$ cat config.mk
export PLATFORM = sky130hd
export DESIGN_NAME = broadcast_unit
export DESIGN_NICKNAME = d
export VERILOG_FILES = /design/src/rtl/broadcast_unit_pkg.sv /design/src/rtl/broadcast_unit_lsb_pick.sv /design/src/rtl/broadcast_unit.sv
export SDC_FILE = /design/constraint.sdc
export NUM_CORES = 1
export LEC_CHECK = 0
export CAP_MARGIN = 15
export CORE_MARGIN = 2
export CORE_UTILIZATION = 38
export CTS_CLUSTER_DIAMETER = 150
export DETAILED_ROUTE_END_ITERATION = 8
export PLACE_DENSITY = 0.82
export SETUP_SLACK_MARGIN = 0.4
export SYNTH_ARGS = -nofsm -noshare
export SYNTH_HDL_FRONTEND = slang
export SYNTH_SLANG_ARGS = --single-unit
$ cat constraint.sdc
create_clock -name clk -period 2.34 [get_ports clk]
set_clock_uncertainty 0.15 [all_clocks]
set_input_delay 0.351 -clock clk [delete_from_list [all_inputs] [get_ports clk]]
set_output_delay 0.351 -clock clk [all_outputs]
set_load 0.02 [all_outputs]
$ cat src/rtl/broadcast_unit_pkg.sv
// Shared packet definitions: flit layout, algorithm codes, rank/coordinate helpers.
// Latency: n/a (types and constant functions only).
// Backpressure: n/a.
package broadcast_unit_pkg;

    localparam int FLIT_W  = 82;
    localparam int RANK_W  = 9;
    localparam int COORD_W = 3;

    // Collective algorithm codes carried in the algtype field.
    localparam logic [1:0] ALG_BCAST = 2'b10;

    // Network flit, MSB first: valid at bit 81 down to payload at bits 31:0.
    typedef struct packed {
        logic               valid;      // 81
        logic [COORD_W-1:0] dst_z;      // 80:78
        logic [COORD_W-1:0] dst_y;      // 77:75
        logic [COORD_W-1:0] dst_x;      // 74:72
        logic [RANK_W-1:0]  src;        // 71:63
        logic [RANK_W-1:0]  rank;       // 62:54
        logic [7:0]         context_id; // 53:46
        logic [7:0]         tag;        // 45:38
        logic [1:0]         algtype;    // 37:36
        logic [3:0]         op;         // 35:32
        logic [31:0]        payload;    // 31:0
    } flit_t;

    typedef struct packed {
        logic [COORD_W-1:0] z;
        logic [COORD_W-1:0] y;
        logic [COORD_W-1:0] x;
    } coord_t;

    // Linear rank is the plain concatenation {z, y, x}.
    function automatic logic [RANK_W-1:0] coord_to_rank(input logic [COORD_W-1:0] z,
                                                        input logic [COORD_W-1:0] y,
                                                        input logic [COORD_W-1:0] x);
        return {z, y, x};
    endfunction

    function automatic coord_t rank_to_coord(input logic [RANK_W-1:0] r);
        return coord_t'(r);
    endfunction

endpackage

$ cat src/rtl/broadcast_unit_lsb_pick.sv
// Lowest-set-bit priority encoder: returns index and one-hot of the lowest request.
// Latency: purely combinational.
// Backpressure: none; outputs are zero when no request bit is set.
module lsb_pick #(
    parameter int N  = 8,
    parameter int IW = 3
) (
    input  logic [N-1:0]  req_i,
    output logic [IW-1:0] idx_o,
    output logic [N-1:0]  onehot_o
);

    // Scan from the top down so the last hit, i.e. the lowest set bit, wins.
    always_comb begin
        idx_o    = '0;
        onehot_o = '0;
        for (int i = N - 1; i >= 0; i--) begin
            if (req_i[i]) begin
                idx_o       = IW'(i);
                onehot_o    = '0;
                onehot_o[i] = 1'b1;
            end
        end
    end

endmodule

$ cat src/rtl/broadcast_unit.sv
// Replicates each source flit to every rank in its mask (self excluded), lowest rank first.
// Latency: first copy valid the cycle after acceptance; one copy per cycle when out_ready is high.
// Backpressure: copies hold on !out_ready; a new source is accepted only alongside the last copy.
module broadcast_unit
    import broadcast_unit_pkg::*;
#(
    parameter logic [2:0] rank_z      = 3'b0,
    parameter logic [2:0] rank_y      = 3'b0,
    parameter logic [2:0] rank_x      = 3'b0,
    parameter int         lg_numprocs = 3,
    localparam int        NumProcs    = 1 << lg_numprocs
) (
    input  logic                clk,
    input  logic                rst,
    input  logic [FLIT_W-1:0]   in_packet,
    input  logic [NumProcs-1:0] in_mask,
    input  logic                in_valid,
    output logic                in_ready,
    output logic [FLIT_W-1:0]   out_packet,
    output logic                out_valid,
    input  logic                out_ready,
    output logic                done,
    output logic                busy,
    output logic [15:0]         flits_sent
);

    typedef enum logic {IDLE, SEND} state_e;

    localparam logic [RANK_W-1:0] SelfRank = coord_to_rank(rank_z, rank_y, rank_x);

    state_e                 state_q;
    logic [NumProcs-1:0]    pend_q;
    flit_t                  flit_q;
    logic                   done_q;
    logic [15:0]            sent_q;

    flit_t                  in_flit;
    flit_t                  out_flit;
    logic [NumProcs-1:0]    self_bit;
    logic [NumProcs-1:0]    eff_mask;
    logic [NumProcs-1:0]    pick_oh;
    logic [lg_numprocs-1:0] pick_idx;
    logic                   last_copy;
    logic                   in_xfer;
    logic                   out_xfer;

    assign in_flit = flit_t'(in_packet);

    // One-hot of this node's own rank; all zeros if the rank lies outside the mask.
    always_comb begin
        self_bit = '0;
        for (int i = 0; i < NumProcs; i++) begin
            self_bit[i] = (RANK_W'(i) == SelfRank);
        end
    end

    // An invalid flit carries no destinations; a node never sends to itself.
    assign eff_mask = in_flit.valid ? (in_mask & ~self_bit) : '0;

    lsb_pick #(
        .N  (NumProcs),
        .IW (lg_numprocs)
    ) u_pick (
        .req_i    (pend_q),
        .idx_o    (pick_idx),
        .onehot_o (pick_oh)
    );

    assign last_copy = (state_q == SEND) && (pend_q == pick_oh);
    assign out_valid = (state_q == SEND);
    assign in_ready  = (state_q == IDLE) || (out_ready && last_copy);
    assign out_xfer  = out_valid && out_ready;
    assign in_xfer   = in_valid && in_ready;
    assign busy      = (state_q == SEND);
    assign done      = done_q;
    assign flits_sent = sent_q;

    // Stamp the current destination, own rank and broadcast code onto the stored flit.
    always_comb begin
        out_flit         = flit_q;
        out_flit.valid   = 1'b1;
        {out_flit.dst_z, out_flit.dst_y, out_flit.dst_x} = RANK_W'(pick_idx);
        out_flit.src     = SelfRank;
        out_flit.algtype = ALG_BCAST;
        if (state_q == IDLE) begin
            out_flit = '0;
        end
    end

    assign out_packet = out_flit;

    // Control FSM: load a source, drain its copies, chain the next source with no gap.
    always_ff @(posedge clk or negedge rst) begin
        if (!rst) begin
            state_q <= IDLE;
            pend_q  <= '0;
            flit_q  <= '0;
            done_q  <= 1'b0;
            sent_q  <= '0;
        end else begin
            done_q <= 1'b0;
            if (out_xfer) begin
                sent_q <= sent_q + 16'd1;
            end
            case (state_q)
                IDLE: begin
                    if (in_xfer) begin
                        if (eff_mask != '0) begin
                            state_q <= SEND;
                            pend_q  <= eff_mask;
                            flit_q  <= in_flit;
                        end else begin
                            done_q <= 1'b1;
                        end
                    end
                end
                SEND: begin
                    if (out_xfer) begin
                        if (last_copy) begin
                            done_q <= 1'b1;
                            if (in_xfer && eff_mask != '0) begin
                                pend_q <= eff_mask;
                                flit_q <= in_flit;
                            end else begin
                                state_q <= IDLE;
                                pend_q  <= '0;
                            end
                        end else begin
                            pend_q <= pend_q & ~pick_oh;
                        end
                    end
                end
                default: state_q <= IDLE;
            endcase
        end
    end

endmodule

Yosys cells after proc, flatten, opt, wreduce, memory -nomap -nowiden
Index checks and enable logic that the tools add are counted.
{"block": "word_totals", "reg_bits": 87, "input_bits": 94, "out_inout_bits": 102, "elab_cells": 69}
{"block": "op_classes", "add_sub_neg": 1, "n_eq_ne": 6, "n_mux": 41, "n_bitwise": 3, "reduce_logical": 9}
{"op": "2-to-1 mux 63 bit", "count": 5}
{"op": "case mux 63 bit (2 select lines)", "count": 1}
{"op": "2-to-1 mux 8 bit", "count": 14}
{"op": "2-to-1 mux 82 bit", "count": 1}
{"op": "2-to-1 mux 3 bit", "count": 8}
{"op": "adder 16 x 1 -> 16 bit (second input constant)", "count": 1}
{"op": "case mux 8 bit (2 select lines)", "count": 1}
{"op": "2-to-1 mux 1 bit", "count": 9}
{"op": "bitwise AND 8 bit", "count": 1}
{"op": "== test 8 bit", "count": 1}
{"op": "inequality test 2 x 1 -> 1 bit (second input constant)", "count": 4}
{"op": "inverter 8 bit", "count": 1}
{"op": "nonzero test 8 bit", "count": 1}
{"op": "logical AND 1 bit", "count": 5}
{"op": "AND reduction 5 bit", "count": 1}
{"op": "case mux 1 bit (2 select lines)", "count": 2}
{"op": "AND reduction 3 bit", "count": 1}
{"op": "inequality test 2 bit (second input constant)", "count": 1}
{"op": "logical OR 1 bit", "count": 1}
{"op": "inverter 1 bit", "count": 1}

Logic depth before layout (Yosys ltp)
{"block": "depth", "depth_word": 18, "depth_mapped": 8, "depth_no_buf": 7}

By module
Synthesis repeated with hierarchy kept, for this count alone.
{"block": "unflattened", "hier_cells": 372, "hier_area_um2": 4561.9}
{"mod": "broadcast_unit", "n_inst": 1, "cells_each": 352, "area_per_inst_um2": 4415.5, "seq_area_each_um2": 2177.1}
{"mod": "lsb_pick", "n_inst": 1, "cells_each": 20, "area_per_inst_um2": 146.4, "seq_area_each_um2": 0.0}

Worst setup path before layout
Ideal clock, no wire load.
{"block": "synth_timing", "kind": "register -> register", "from": "register pend_q[1]", "to": "register flit_q[10] in the netlist's numbering", "t_arrival_ns": 2.491, "required_time_ns": 2.065, "slack_ns": -0.426, "stages_incl_launch_ff": 9, "synth_period_minus_slack_ns": 2.766, "cell_sequence": "dfrtp_1 nor3_1 nand2_1 ha_1 nand2_1 o41ai_4 nand2_4 buf_6 mux2_4"}
{"block": "synth_between", "elab_chain_cells": 10, "elab_cells_between_ends": 12, "classes_between": "4 x eq/ne; 2 x mux; 6 x reduce/logical"}
{"element": "start: declaration", "line_no": "broadcast_unit.sv:32", "text": "logic [NumProcs-1:0] pend_q;"}
{"element": "start signal: assignment", "line_no": "broadcast_unit.sv:110", "text": "pend_q <= eff_mask;"}
{"element": "start signal: assignment", "line_no": "broadcast_unit.sv:122", "text": "pend_q <= eff_mask;"}
{"element": "start signal: assignment", "line_no": "broadcast_unit.sv:129", "text": "pend_q <= pend_q & ~pick_oh;"}
{"element": "2-to-1 mux 8 bit (2 in series)", "line_no": "broadcast_unit_lsb_pick.sv:18", "text": "if (req_i[i]) begin"}
{"element": "== test 8 bit (*)", "line_no": "broadcast_unit.sv:69", "text": "assign last_copy = (state_q == SEND) && (pend_q == pick_oh);"}
{"element": "logical AND 1 bit (*)", "line_no": "broadcast_unit.sv:69"}
{"element": "logical AND 1 bit (*)", "line_no": "broadcast_unit.sv:71", "text": "assign in_ready = (state_q == IDLE) || (out_ready && last_copy);"}
{"element": "logical OR 1 bit (*)", "line_no": "broadcast_unit.sv:71"}
{"element": "via in_ready", "line_no": "broadcast_unit.sv:18", "text": "output logic in_ready,"}
{"element": "logical AND 1 bit (*)", "line_no": "broadcast_unit.sv:73", "text": "assign in_xfer = in_valid && in_ready;"}
{"element": "logical AND 1 bit", "line_no": "broadcast_unit.sv:121", "text": "if (in_xfer && eff_mask != '0) begin"}
{"element": "inequality test 2 x 1 -> 1 bit (no line)"}
{"element": "AND reduction 5 bit (no line) (*)"}
{"element": "end signal: assignment", "line_no": "broadcast_unit.sv:111", "text": "flit_q <= in_flit;"}
{"element": "end signal: assignment", "line_no": "broadcast_unit.sv:123", "text": "flit_q <= in_flit;"}
{"element": "end: declaration", "line_no": "broadcast_unit.sv:33", "text": "flit_t flit_q;"}
Mark *: on every way through the listed nets, which the timed path passes. The rest lies on a longest branch.
A chain may end at the register's enable or synchronous reset.

Worst setup path in the final report
{"block": "layout_timing", "from": "register pend_q[1]", "to": "register flit_q[59] in the netlist's numbering"}
{"block": "layout_between", "elab_chain_cells": 10, "elab_cells_between_ends": 12, "classes_between": "4 x eq/ne; 2 x mux; 6 x reduce/logical"}
{"element": "2-to-1 mux 8 bit (2 in series)", "line_no": "broadcast_unit_lsb_pick.sv:18"}
{"element": "== test 8 bit (*)", "line_no": "broadcast_unit.sv:69"}
{"element": "logical AND 1 bit (*)", "line_no": "broadcast_unit.sv:69"}
{"element": "logical AND 1 bit", "line_no": "broadcast_unit.sv:71"}
{"element": "logical OR 1 bit", "line_no": "broadcast_unit.sv:71"}
{"element": "logical AND 1 bit", "line_no": "broadcast_unit.sv:73"}
{"element": "logical AND 1 bit", "line_no": "broadcast_unit.sv:121"}
{"element": "inequality test 2 x 1 -> 1 bit (no line)"}
{"element": "AND reduction 5 bit (no line) (*)"}
Mark *: on every way between the ends. The rest lies on a longest branch, timed or not.

==> flow_summary.toml <==
[final_layout]
final_cell_mix = "84 x dfrtp_1, 83 x clkdlybuf4s50_1, 69 x buf_6, 59 x mux2_4, 49 x and2_4"
nFillCells = 857
regArea_um2 = 2150
final_nets = 666
n_antenna_cell = 0
layout_commonest_cell = "dfrtp_1"
area_growth_pct = 64.0
multi_input_area_um2 = 2270
drive_gt1_share_pct = 47.3

[floorplanning]
io_pins = 196
die-area_um2 = 12500
die_h_um = 112
initial_core_util_pct = 38.9
die_x_um = 112
core_um2 = 11400
fp-row-count = 39

[synthesis]
synth_warnings = 0
postSynthAreaPerCell_um2 = 12.5
ys_ff_latch = 86
netlist_instances = 355
ys_seq_area_share_pct = 48.6
syn-cell-area_um2 = 4430
yosysUniqueCellTypes = 38

[route]
antenna_left = 0
wirelength_mm = 12.6
via_per_inst = 4.91
first_pass_iters = 4
drt_iter0_markers = 179
post_drt_wl_per_cell_um = 17.6
drc = 0
via_count = 3508

[grt]
antenna_found_initial = 0
grt_use_total_pct = 18.6
grt_max_degree = 47
grt_pass1_vias = 3617
grt_pass1_wl_mm = 18.4
grt_overflow = 0

[power_and_ir_drop]
swShare_pct = 35.2
switchingPower_mw = 3.44
combPwrFrac_pct = 58.6
power_density_nw_per_um2 = 1350
seq_power_share_pct = 26.2
irDropWorstVdd_uv = 837
p_int_mw = 6.33
clock_power_share_pct = 15.2
p_leak_nw = 3.65

[sta]
hold_viol_final = 0
post-route-period-util_pct = 113
finalCriticalPeriod_ns = 2.64
final-setup-viol-count = 69
worst_hold_slack_ns = 0.346
tns_ns = -17.98
relSlewSlack_pct = 65.7
max_freq_mhz = 379
report.final.slew_viol_count = 0
rsz0062_at_grt = "true"
worst_slew_pin_slew_ns = 0.514
setup_slack_ns = -0.295

[critical_path]
cp-start-kind = "register"
required_ns = 2.41
worstReg2RegStart = "pend_q[1]"
crit_type = "reg2reg"
crit_family = "buffers and inverters"
arrival_ns = 2.70
cp_max_fo = 37
max_stage_delay_ns = 0.44
cp-startpoint = "pend_q[1]"
worst_setup_path_end_kind = "register"
worstPathCellList = "buf_6, or3_1, ha_1, nand2_2, o41ai_4, buf_4, nand2_4, buf_12, mux2_4"
critPathBufInv = 3
cp_slowest_cell = "dfrtp_2"

[clock_tree]
tritoncts = "yes"
cts.sinks = 86
cts-root-buf = "clkbuf_16"
clk_pin_slew_ns = 0.07
clk_latency_ns = 0.33
cts_buffer_depth = 2
cts_buffers = 9
cts_max_level = 3

[min_path]
min_from = "flits_sent[7]"
hold_class = "reg2reg"

[place]
routabilityCongestion = 0.898
dp_worst_setup_slack_ns = -0.404
port_buffers = 158
hpwl_mm = 8.03

[status]
violations = "setup timing"
status = "complete, but fails checks"

[job]
maxCapViolations = 0
## worst register-to-register path: cells and delay by family, from the launching register on
family / cells / cell delay [ns]
and+or+nand+nor: 3 / 0.50
adders and majority gates: 1 / 0.29
muxes: 1 / 0.36
AOI/OAI and AO/OA: 1 / 0.24
buffers and inverters: 3 / 0.53
DFF: 1 / 0.44
## power groups by stage
stage	logic [mW]	registers (mW)	clock network (mW)
after floorplan	2.67	2.47	0
after global placement	4.65	2.48	0
after global routing	6.01	2.63	1.58
after detailed placement	4.71	2.50	0
final	5.72	2.55	1.49
after CTS	4.97	2.52	1.52
## cell type report
| cell class | instances | area share (%) |
|---|---|---|
| Inverter | 6 | 0.310 |
| Clock buffer | 9 | 3.10 |
| Timing Repair Buffer | 220 | 31.9 |
| Multi-Input combinational cell | 243 | 31.3 |
| Clock inverter | 7 | 1.26 |
| Sequential cell | 86 | 29.7 |
| Tap cell | 143 | 2.47 |
## per-layer routing
layer / part of all wire (%) / global-route usage, % / vias up
met4: 1.8 / 5.93 / 0
met3: 6.1 / 4.08 / 18
met5: 0 / 0 / -
met2: 52 / 33.1 / 146
met1: 40 / 22.6 / 1732
li1: - / - / 1612
## synth_stat cells
cell type	count	share of area [%]
a211oi_1	1	0.17
o2111ai_1	1	0.20
buf_4	19	3.2
conb_1	1	0.085
xnor2_1	12	2.4
o21ai_0	2	0.23
dfrtp_1	86	49
nor3_1	12	1.4
a21boi_0	1	0.17
buf_2	1	0.11
a31oi_1	5	0.71
or2_2	1	0.14
clkbuf_1	9	0.76
nor4_1	1	0.14
xor2_1	3	0.59
o21bai_1	1	0.17
buf_6	6	1.5
and3_1	3	0.42
ha_1	6	1.7
mux2_4	59	20
inv_1	6	0.51
a21oi_1	2	0.23
mux2_2	2	0.51
and4_1	3	0.59
nand3_1	9	1.0
nand3b_1	1	0.17
o22ai_1	1	0.14
a32oi_1	4	0.79
nand2_1	15	1.3
or3_1	2	0.28
o32ai_1	1	0.20
and2_1	62	8.8
o41ai_4	1	0.62
nor2b_1	2	0.28
a21o_1	1	0.17
nor2_1	4	0.34
nand4_1	8	1.1
nand2_4	1	0.25
## stage by stage
step	area (µm²)	utilization [%]	power [mW]	instances
detailed placement	6310	55.5	7.21	670
finish	7260	63.8	9.76	714
global route	7260	63.8	10.2	714
floorplan	4500	-	5.14	370
global placement	6310	55.5	7.13	670
CTS	6870	60.4	9.01	703
## path summary, 6_finish.rpt
check | to | cells past startpoint | slack, ns
worst max-delay path | flit_q[59] | 9 | -0.30
worst max register to register | flit_q[59] | 9 | -0.30
max in group asynchronous | pend_q[1] | 3 | 0.95
min in group asynchronous | flit_q[3] | 2 | 0.43
worst min register to register | flits_sent[7] | 1 | 0.35
worst min-delay path | flits_sent[7] | 1 | 0.35
## kinds of logic after synthesis
family	after synthesis	share of synthesized area [%]
compound gates	21	3.79
xor+xnor	15	2.97
fa+ha+maj	6	1.70
buf+inv	41	6.13
flops	86	48.6
mux	61	20.5
other cells	1	0.0847
simple gates	124	16.2
## state kept, by name, indices dropped and copies added (netlist names)
signal and flops:
busy 1, done 1, flit_q 61, flits_sent 16, pend_q 7
## timing repair
| item | 4_1_cts | 5_1_grt |
|---|---|---|
| buffers inserted | 13 | 8 |
| pin swaps | 28 | 26 |
| cloned | 3 | 3 |
| setup endpoints to repair | 140 | 135 |
| resized for setup | 305 | 150 |
| hold buffers | 1 | 0 |
| endpoints found under the hold margin | 40 | 0 |
No activity file was read; power rests on OpenSTA's default activity.
